$ cat src/rtl/qcw_ramp_sequencer_pkg.sv
// Shared types and accumulator helpers for the QCW burst ramp sequencer.
// The accumulator is unsigned 8.8 fixed point; the integer byte drives phase_shift.
package qcw_ramp_sequencer_pkg;

    localparam int FRAC_BITS = 8;
    localparam int ACC_W     = 16;

    typedef enum logic [2:0] {
        ST_IDLE    = 3'd0,
        ST_ARM     = 3'd1,
        ST_RAMP    = 3'd2,
        ST_HOLDOFF = 3'd3,
        ST_FAULT   = 3'd4
    } qcw_state_e;

    // One ramp step: widen to catch carry-out, clamp at the end point, never move backwards.
    function automatic logic [ACC_W-1:0] ramp_next(
        input logic [ACC_W-1:0] acc,
        input logic [ACC_W-1:0] step,
        input logic [ACC_W-1:0] end_q
    );
        logic [ACC_W:0] sum;
        sum = {1'b0, acc} + {1'b0, step};
        if (sum >= {1'b0, end_q}) begin
            ramp_next = (acc > end_q) ? acc : end_q;
        end else begin
            ramp_next = sum[ACC_W-1:0];
        end
    endfunction

endpackage

$ cat src/rtl/qcw_ramp_sequencer_if.sv
// Control/status bundle between the burst sequencer and its operator/PLL side.
// The master drives requests and PLL events; the slave (sequencer) drives PLL controls and status.
interface qcw_ramp_sequencer_if #(
    parameter int HOLDOFF_W = 24
);
    logic                 trigger;
    logic                 abort;
    logic                 clear_fault;
    logic [7:0]           ramp_end;
    logic [15:0]          ramp_step;
    logic [15:0]          burst_cycles;
    logic [HOLDOFF_W-1:0] holdoff;
    logic                 pll_cycle_finished;
    logic                 pll_fault;
    logic                 pll_start;
    logic                 pll_halt;
    logic [7:0]           phase_shift;
    logic [15:0]          cycle_limit;
    logic                 busy;
    logic                 done;
    logic                 fault_latched;

    modport master (
        output trigger, abort, clear_fault, ramp_end, ramp_step, burst_cycles, holdoff,
               pll_cycle_finished, pll_fault,
        input  pll_start, pll_halt, phase_shift, cycle_limit, busy, done, fault_latched
    );

    modport slave (
        input  trigger, abort, clear_fault, ramp_end, ramp_step, burst_cycles, holdoff,
               pll_cycle_finished, pll_fault,
        output pll_start, pll_halt, phase_shift, cycle_limit, busy, done, fault_latched
    );

endinterface

$ cat src/rtl/qcw_edge_detect.sv
// Two-flop capture of a level input with a rising-edge pulse taken between the flops.
// The pulse is decoded from registers only, so it never exposes the raw input combinationally.
module qcw_edge_detect (
    input  logic clk,
    input  logic rst_n,
    input  logic din,
    output logic rise
);

    logic q1_r;
    logic q2_r;

    // Capture the input, then keep a one-cycle-older copy for comparison.
    always_ff @(posedge clk or negedge rst_n) begin
        if (!rst_n) begin
            q1_r <= 1'b0;
            q2_r <= 1'b0;
        end else begin
            q1_r <= din;
            q2_r <= q1_r;
        end
    end

    assign rise = q1_r & ~q2_r;

endmodule

$ cat src/rtl/qcw_ramp_sequencer.sv
// QCW burst controller: trigger -> PLL start, per-drive-cycle phase ramp, holdoff, sticky faults.
// All outputs come straight from flops; faults override every other event in the same cycle.
module qcw_ramp_sequencer
    import qcw_ramp_sequencer_pkg::*;
#(
    parameter logic [7:0] RAMP_START = 8'd16,
    parameter int         HOLDOFF_W  = 24,
    parameter int         WDOG_CLKS  = 4096
) (
    input logic                 clk,
    input logic                 rst_n,
    qcw_ramp_sequencer_if.slave bus
);

    localparam int                WDOG_W    = $clog2(WDOG_CLKS + 1);
    localparam logic [WDOG_W-1:0] WDOG_LAST = WDOG_W'(WDOG_CLKS - 1);

    qcw_state_e           state_r;
    logic [ACC_W-1:0]     acc_r;
    logic [ACC_W-1:0]     end_q_r;
    logic [15:0]          cnt_r;
    logic [WDOG_W-1:0]    wdog_r;
    logic [HOLDOFF_W-1:0] hold_r;

    logic                 pll_start_r;
    logic                 pll_halt_r;
    logic [7:0]           phase_r;
    logic [15:0]          cycle_limit_r;
    logic                 busy_r;
    logic                 done_r;
    logic                 fault_r;

    logic                 trig_rise_s;
    logic                 pce_rise_s;
    logic [ACC_W-1:0]     acc_next_s;
    logic [15:0]          cnt_inc_s;

    qcw_edge_detect u_trig_edge (
        .clk  (clk),
        .rst_n(rst_n),
        .din  (bus.trigger),
        .rise (trig_rise_s)
    );

    qcw_edge_detect u_pce_edge (
        .clk  (clk),
        .rst_n(rst_n),
        .din  (bus.pll_cycle_finished),
        .rise (pce_rise_s)
    );

    // Candidate accumulator and drive count for the next cycle-finished event.
    always_comb begin
        acc_next_s = ramp_next(acc_r, bus.ramp_step, end_q_r);
        cnt_inc_s  = cnt_r + 16'd1;
    end

    // Burst FSM with its counters and registered outputs.
    always_ff @(posedge clk or negedge rst_n) begin
        if (!rst_n) begin
            state_r       <= ST_IDLE;
            acc_r         <= {ACC_W{1'b0}};
            end_q_r       <= {ACC_W{1'b0}};
            cnt_r         <= 16'd0;
            wdog_r        <= {WDOG_W{1'b0}};
            hold_r        <= {HOLDOFF_W{1'b0}};
            pll_start_r   <= 1'b0;
            pll_halt_r    <= 1'b0;
            phase_r       <= 8'd0;
            cycle_limit_r <= 16'd0;
            busy_r        <= 1'b0;
            done_r        <= 1'b0;
            fault_r       <= 1'b0;
        end else begin
            pll_start_r <= 1'b0;
            pll_halt_r  <= 1'b0;
            done_r      <= 1'b0;

            if (bus.pll_fault) begin
                state_r    <= ST_FAULT;
                pll_halt_r <= 1'b1;
                fault_r    <= 1'b1;
                phase_r    <= 8'd0;
                busy_r     <= 1'b1;
            end else begin
                case (state_r)
                    ST_IDLE: begin
                        if (trig_rise_s && (bus.burst_cycles != 16'd0)) begin
                            state_r       <= ST_ARM;
                            cycle_limit_r <= bus.burst_cycles;
                            acc_r         <= {RAMP_START, 8'h00};
                            end_q_r       <= {bus.ramp_end, 8'h00};
                            phase_r       <= RAMP_START;
                            pll_start_r   <= 1'b1;
                            busy_r        <= 1'b1;
                        end else begin
                            busy_r <= 1'b0;
                        end
                    end

                    ST_ARM: begin
                        cnt_r   <= 16'd0;
                        wdog_r  <= {WDOG_W{1'b0}};
                        state_r <= ST_RAMP;
                    end

                    ST_RAMP: begin
                        if (!pce_rise_s && (wdog_r == WDOG_LAST)) begin
                            state_r    <= ST_FAULT;
                            pll_halt_r <= 1'b1;
                            fault_r    <= 1'b1;
                            phase_r    <= 8'd0;
                        end else if (bus.abort) begin
                            state_r    <= ST_HOLDOFF;
                            hold_r     <= bus.holdoff;
                            pll_halt_r <= 1'b1;
                            done_r     <= 1'b1;
                        end else if (pce_rise_s) begin
                            acc_r   <= acc_next_s;
                            phase_r <= acc_next_s[ACC_W-1:FRAC_BITS];
                            cnt_r   <= cnt_inc_s;
                            wdog_r  <= {WDOG_W{1'b0}};
                            if (cnt_inc_s == cycle_limit_r) begin
                                state_r <= ST_HOLDOFF;
                                hold_r  <= bus.holdoff;
                                done_r  <= 1'b1;
                            end else begin
                                state_r <= ST_RAMP;
                            end
                        end else begin
                            wdog_r <= wdog_r + {{(WDOG_W-1){1'b0}}, 1'b1};
                        end
                    end

                    ST_HOLDOFF: begin
                        // Trigger edges here are dropped on purpose: no queued bursts.
                        if (hold_r == {HOLDOFF_W{1'b0}}) begin
                            state_r <= ST_IDLE;
                            phase_r <= 8'd0;
                            busy_r  <= 1'b0;
                        end else begin
                            hold_r <= hold_r - {{(HOLDOFF_W-1){1'b0}}, 1'b1};
                        end
                    end

                    ST_FAULT: begin
                        phase_r <= 8'd0;
                        if (bus.clear_fault && !bus.trigger) begin
                            state_r <= ST_IDLE;
                            fault_r <= 1'b0;
                            busy_r  <= 1'b0;
                        end else begin
                            pll_halt_r <= 1'b1;
                        end
                    end

                    default: begin
                        state_r    <= ST_FAULT;
                        pll_halt_r <= 1'b1;
                        fault_r    <= 1'b1;
                        phase_r    <= 8'd0;
                        busy_r     <= 1'b1;
                    end
                endcase
            end
        end
    end

    assign bus.pll_start     = pll_start_r;
    assign bus.pll_halt      = pll_halt_r;
    assign bus.phase_shift   = phase_r;
    assign bus.cycle_limit   = cycle_limit_r;
    assign bus.busy          = busy_r;
    assign bus.done          = done_r;
    assign bus.fault_latched = fault_r;

endmodule

$ cat src/flat_wrapper.sv
// flat-port wrapper written by rule: the top's interface ports become plain ports
module qcw_ramp_sequencer_flat import qcw_ramp_sequencer_pkg::*;
#(
    parameter logic [7:0] RAMP_START = 8'd16,
    parameter int         HOLDOFF_W  = 24,
    parameter int         WDOG_CLKS  = 4096
)
  (clk, rst_n, bus_trigger, bus_abort, bus_clear_fault, bus_ramp_end, bus_ramp_step, bus_burst_cycles, bus_holdoff, bus_pll_cycle_finished, bus_pll_fault, bus_pll_start, bus_pll_halt, bus_phase_shift, bus_cycle_limit, bus_busy, bus_done, bus_fault_latched);
  qcw_ramp_sequencer_if #(.HOLDOFF_W(HOLDOFF_W)) bus_i ();
  input logic clk;
  input logic rst_n;
  input wire logic [$bits(bus_i.trigger)-1:0] bus_trigger;
  input wire logic [$bits(bus_i.abort)-1:0] bus_abort;
  input wire logic [$bits(bus_i.clear_fault)-1:0] bus_clear_fault;
  input wire logic [$bits(bus_i.ramp_end)-1:0] bus_ramp_end;
  input wire logic [$bits(bus_i.ramp_step)-1:0] bus_ramp_step;
  input wire logic [$bits(bus_i.burst_cycles)-1:0] bus_burst_cycles;
  input wire logic [$bits(bus_i.holdoff)-1:0] bus_holdoff;
  input wire logic [$bits(bus_i.pll_cycle_finished)-1:0] bus_pll_cycle_finished;
  input wire logic [$bits(bus_i.pll_fault)-1:0] bus_pll_fault;
  output wire logic [$bits(bus_i.pll_start)-1:0] bus_pll_start;
  output wire logic [$bits(bus_i.pll_halt)-1:0] bus_pll_halt;
  output wire logic [$bits(bus_i.phase_shift)-1:0] bus_phase_shift;
  output wire logic [$bits(bus_i.cycle_limit)-1:0] bus_cycle_limit;
  output wire logic [$bits(bus_i.busy)-1:0] bus_busy;
  output wire logic [$bits(bus_i.done)-1:0] bus_done;
  output wire logic [$bits(bus_i.fault_latched)-1:0] bus_fault_latched;
  assign bus_i.trigger = bus_trigger;
  assign bus_i.abort = bus_abort;
  assign bus_i.clear_fault = bus_clear_fault;
  assign bus_i.ramp_end = bus_ramp_end;
  assign bus_i.ramp_step = bus_ramp_step;
  assign bus_i.burst_cycles = bus_burst_cycles;
  assign bus_i.holdoff = bus_holdoff;
  assign bus_i.pll_cycle_finished = bus_pll_cycle_finished;
  assign bus_i.pll_fault = bus_pll_fault;
  assign bus_pll_start = bus_i.pll_start;
  assign bus_pll_halt = bus_i.pll_halt;
  assign bus_phase_shift = bus_i.phase_shift;
  assign bus_cycle_limit = bus_i.cycle_limit;
  assign bus_busy = bus_i.busy;
  assign bus_done = bus_i.done;
  assign bus_fault_latched = bus_i.fault_latched;
  qcw_ramp_sequencer #(.RAMP_START(RAMP_START), .HOLDOFF_W(HOLDOFF_W), .WDOG_CLKS(WDOG_CLKS)) u_core (.clk(clk), .rst_n(rst_n), .bus(bus_i));
endmodule
$ cat config.mk
export PLATFORM = sky130hd
export DESIGN_NAME = qcw_ramp_sequencer_flat
export DESIGN_NICKNAME = d
export VERILOG_FILES = /design/src/rtl/qcw_ramp_sequencer_pkg.sv /design/src/rtl/qcw_ramp_sequencer_if.sv /design/src/rtl/qcw_edge_detect.sv /design/src/rtl/qcw_ramp_sequencer.sv /design/src/flat_wrapper.sv
export SDC_FILE = /design/constraint.sdc
export NUM_CORES = 1
export LEC_CHECK = 0
export CORE_MARGIN = 3
export CORE_UTILIZATION = 30
export CTS_CLUSTER_DIAMETER = 120
export DETAILED_ROUTE_END_ITERATION = 16
export PLACE_DENSITY_LB_ADDON = 0.12
export SETUP_SLACK_MARGIN = 0.1
export SLEW_MARGIN = 20
export SYNTH_ARGS = -nofsm -noshare
export SYNTH_HDL_FRONTEND = slang
export SYNTH_HIERARCHICAL = 1
export SYNTH_SLANG_ARGS = --single-unit
$ cat constraint.sdc
create_clock -name clk -period 4.8 [get_ports clk]
set_input_delay 1.2 -clock clk [delete_from_list [all_inputs] [get_ports clk]]
set_output_delay 1.2 -clock clk [all_outputs]
set_load 0.02 [all_outputs]
==> results.md, run 1 <==
* Asr flop ratio synth at 100%
* Yosys cell types at 81
* Worst Path Required at 5100 ps
* Max-cap check violation count at 0
* DRC violations left at 0
* Area grow syn2layout at 35.0%
* Layout cells sized above 1 at 18.6%
* Skew-Pair Late Insertion Delay at 420 ps
* Die area at 26500 sq um
* Final HPWL DP at 15800 microns
* Static leakage at 4.17 nW
* Seq/Total Area, Yosys at 38.4%
* Design area at 9960 sq um
* I/O pins at 100
* GRT Total Usage at 16.6%
* Port buffer count at 99
* FILL cells at 2405
* Post-route ant nets at 0
* NumNets Final at 1063
* Core area at 23800 sq um
* Largest net degree at the start of global routing at 70
* Status: completed
* Num CTS Buffers at 17
* Initial DRC count at 467
* Unrepaired setup endpoints after global routing: true
* Die height at 163 microns
* #FFs+latches synth at 113
* Slew Limit Fails at 0
* Clock sink count at 113
* Crit Path Class: primary input to register
* Setup TNS at 0 ps
* VDD IR-drop max at 0.235 mV
* Clock root buffer master: clkbuf_16
* Pwr dens at 338 nW/um^2
* Vias in the first global route at 6501
* First-pass GRT wire length at 34900 microns
* Clock slew at reported path FFs at 50 ps
* DRT Pass-1 Iters at 5
* Mapped cell area at 7370 sq um
* Avg WL per Cell at 16.8 microns
* CTS max path bufs at 2
* Multi-input gate area at 4520 sq um
* Antenna violations before repair at 2
* Startpoint Class: primary input
* Drt via density at 5.09
* Worst slew pin tran at 943 ps
* Synthesized area per cell at 9.16 sq um
* Final setup violation count at 0
* Diode count at 0
* Chip Width at 163 microns
* Total wire length at 21600 microns
* Part of the cycle the worst path needs at 98.8%
* Mapped Cells at 805
* CP arrival at 5040 ps
* HP Class: register to register
* Crit path max fanout at 5
* Synth Warn # at 6
* H-tree levels at 4
* Dominant synthesized flop cell: dfrtp_1
* Final hold vios at 0
* CTS tree: done
* Starting Density at 31.0%
* EDFF count, synth at 0
* Max Clock Skew at 16.2 ps
* Setup crit end kind: register
* Max_slew headroom at 37.2%
* Period minus WS final at 4740 ps
* FP Rows at 56
* Placed Area at 9080 sq um
* GRT Residual Overflow at 0
* Achievable Freq at 0.211 GHz
* Overall power at 0.00336 W
* GPL Wtd Cong at 0.826
* Synth Net Count at 912
* Register area at 2830 sq um
* Vias post-DR at 6550
## state kept, by name, summed over array words and instances, names as in the netlist
register	cells
u_core/bus.pll_halt	1
u_core/bus.busy	1
u_core/bus.done	1
u_core/cnt_r	16
u_core/wdog_r	13
u_core/u_pce_edge/q1_r	1
u_core/state_r	3
u_core/u_trig_edge/q2_r	1
u_core/bus.phase_shift	8
u_core/hold_r	24
u_core/bus.fault_latched	1
u_core/u_trig_edge/q1_r	1
u_core/end_q_r	8
u_core/u_pce_edge/q2_r	1
u_core/acc_r	16
u_core/bus.cycle_limit	16
u_core/bus.pll_start	1
## cells in the final DEF, fill, tap and decap left out, drive strengths merged, types with 8 or more instances in the layout
cell type / instances
a2bb2oi: 8
nand2b: 8
xor2: 19
a211oi: 20
nand3: 22
xnor2: 26
nor2: 61
or3: 10
ha: 35
clkdlybuf4s50: 90
o31ai: 14
dfrtp: 113
clkinv: 10
nor4: 13
nand4: 9
o21ai: 69
inv: 30
nor3: 19
a21oi: 38
mux2: 23
and3: 8
o2bb2ai: 11
a22o: 16
clkbuf: 18
nand2: 96
buf: 67
mux2i: 10
## where the power goes
part	switching, W	internal (W)
combinational	0.000406	0.000460
clock	0.000470	0.000866
sequential	0.000108	0.00105
total	0.000983	0.00238
## cell usage after synthesis, drive strengths merged (6+ instances only)
cell type / number / area share, %
a211oi: 20 / 2.2
a21oi: 38 / 2.7
a22o: 16 / 1.9
a2bb2oi: 8 / 1.1
and2: 6 / 0.51
and3: 8 / 0.68
buf: 11 / 1.1
clkbuf: 20 / 1.0
dfrtp: 113 / 38
ha: 35 / 5.9
inv: 30 / 1.5
mux2: 23 / 3.5
mux2i: 10 / 1.4
nand2: 96 / 4.9
nand2b: 8 / 0.68
nand3: 22 / 1.6
nand4: 9 / 0.97
nor2: 61 / 3.2
nor2b: 7 / 0.80
nor3: 19 / 1.6
nor4: 13 / 1.1
o211a: 6 / 0.81
o211ai: 7 / 0.71
o21ai: 69 / 4.7
o2bb2ai: 11 / 1.3
o31ai: 14 / 1.4
o41ai: 6 / 0.71
or2: 6 / 0.51
or3: 10 / 0.87
xnor2: 26 / 3.1
xor2: 19 / 2.3
## worst paths after layout
path	startpoint	to	slack [ps]	cells past startpoint
worst max-delay path	bus_ramp_step[0]	u_core/acc_r[14]	60	18
worst min-delay path	u_core/u_trig_edge/q1_r	u_core/u_trig_edge/q2_r	390	0
worst max register to register	u_core/acc_r[0]	u_core/acc_r[14]	470	17
worst min register to register	u_core/u_trig_edge/q1_r	u_core/u_trig_edge/q2_r	390	0
max in group asynchronous	rst_n	u_core/bus.cycle_limit[0]	2960	2
min in group asynchronous	rst_n	u_core/hold_r[8]	920	1
## per-layer routing
metal  part of all wire (%)  GRT usage [%]
met1                     50           23.7
met4                   0.89           3.92
met3                    4.1           3.20
met5                   0.13              0
met2                     45           25.9
## layout make-up
type                       instances  area share, %
multi-input combinational        629           45.4
sequential                       113           28.4
tap                              319           4.01
clock buffer                      18           4.31
clock inverter                    14           1.91
inverter                          32           1.21
timing repair buffer             163           14.8
## timing repair
| action | 4_1_cts | 5_1_grt |
|---|---|---|
| pin swaps | 22 | 11 |
| hold buffers | 0 | 0 |
| setup endpoints to repair | 24 | 24 |
| setup buffers | 6 | 2 |
| gates resized for setup | 38 | 12 |
## stage by stage
stage          cells  utilization, %  hold WS, ps  setup WS (ps)
2_1_floorplan    805               -          354           -145
3_3_place_gp    1248            38.1          363           -789
3_5_place_dp    1248            38.1          371           -852
4_1_cts         1286            41.4          390           90.7
5_1_grt         1288            41.8          399           -128
6_report        1288            41.8          386           59.2
## kinds of logic (layout without fill, tap and decap cells)
logic type / after synthesis / after routing / synth area share, %
xor gates and xnor gates: 45 / 45 / 5.35
AOI/OAI and AO/OA: 233 / 233 / 22.0
muxes: 33 / 33 / 4.87
DFF: 113 / 113 / 38.4
adders and majority gates: 36 / 36 / 6.21
and+or+nand+nor: 282 / 282 / 19.5
buffers and inverters: 63 / 227 / 3.72
## critical path: stages
cell,delay [ps]
buf_6,90
ha_4,150
fa_2,370
a211oi_4,270
o21ai_2,100
nand2_1,80
o211ai_1,110
and4b_1,210
a311o_1,360
ha_4,290
nand4b_1,140
nor4_2,290
nand3_1,120
or4b_4,530
nand2_4,110
buf_12,110
mux2_4,300
a22o_1,200
No activity file was read; power rests on OpenSTA's default activity.
==> run 2, diff against run 1 <==
--- a/config.mk
+++ b/config.mk
@@ -7,7 +7,6 @@
 export LEC_CHECK = 0
 export CORE_MARGIN = 3
 export CORE_UTILIZATION = 30
-export CTS_CLUSTER_DIAMETER = 120
 export DETAILED_ROUTE_END_ITERATION = 16
 export PLACE_DENSITY_LB_ADDON = 0.12
 export SETUP_SLACK_MARGIN = 0.1
==> results of run 2 <==
Same layout as run 1: the final DEF is identical, and so are final timing and power.
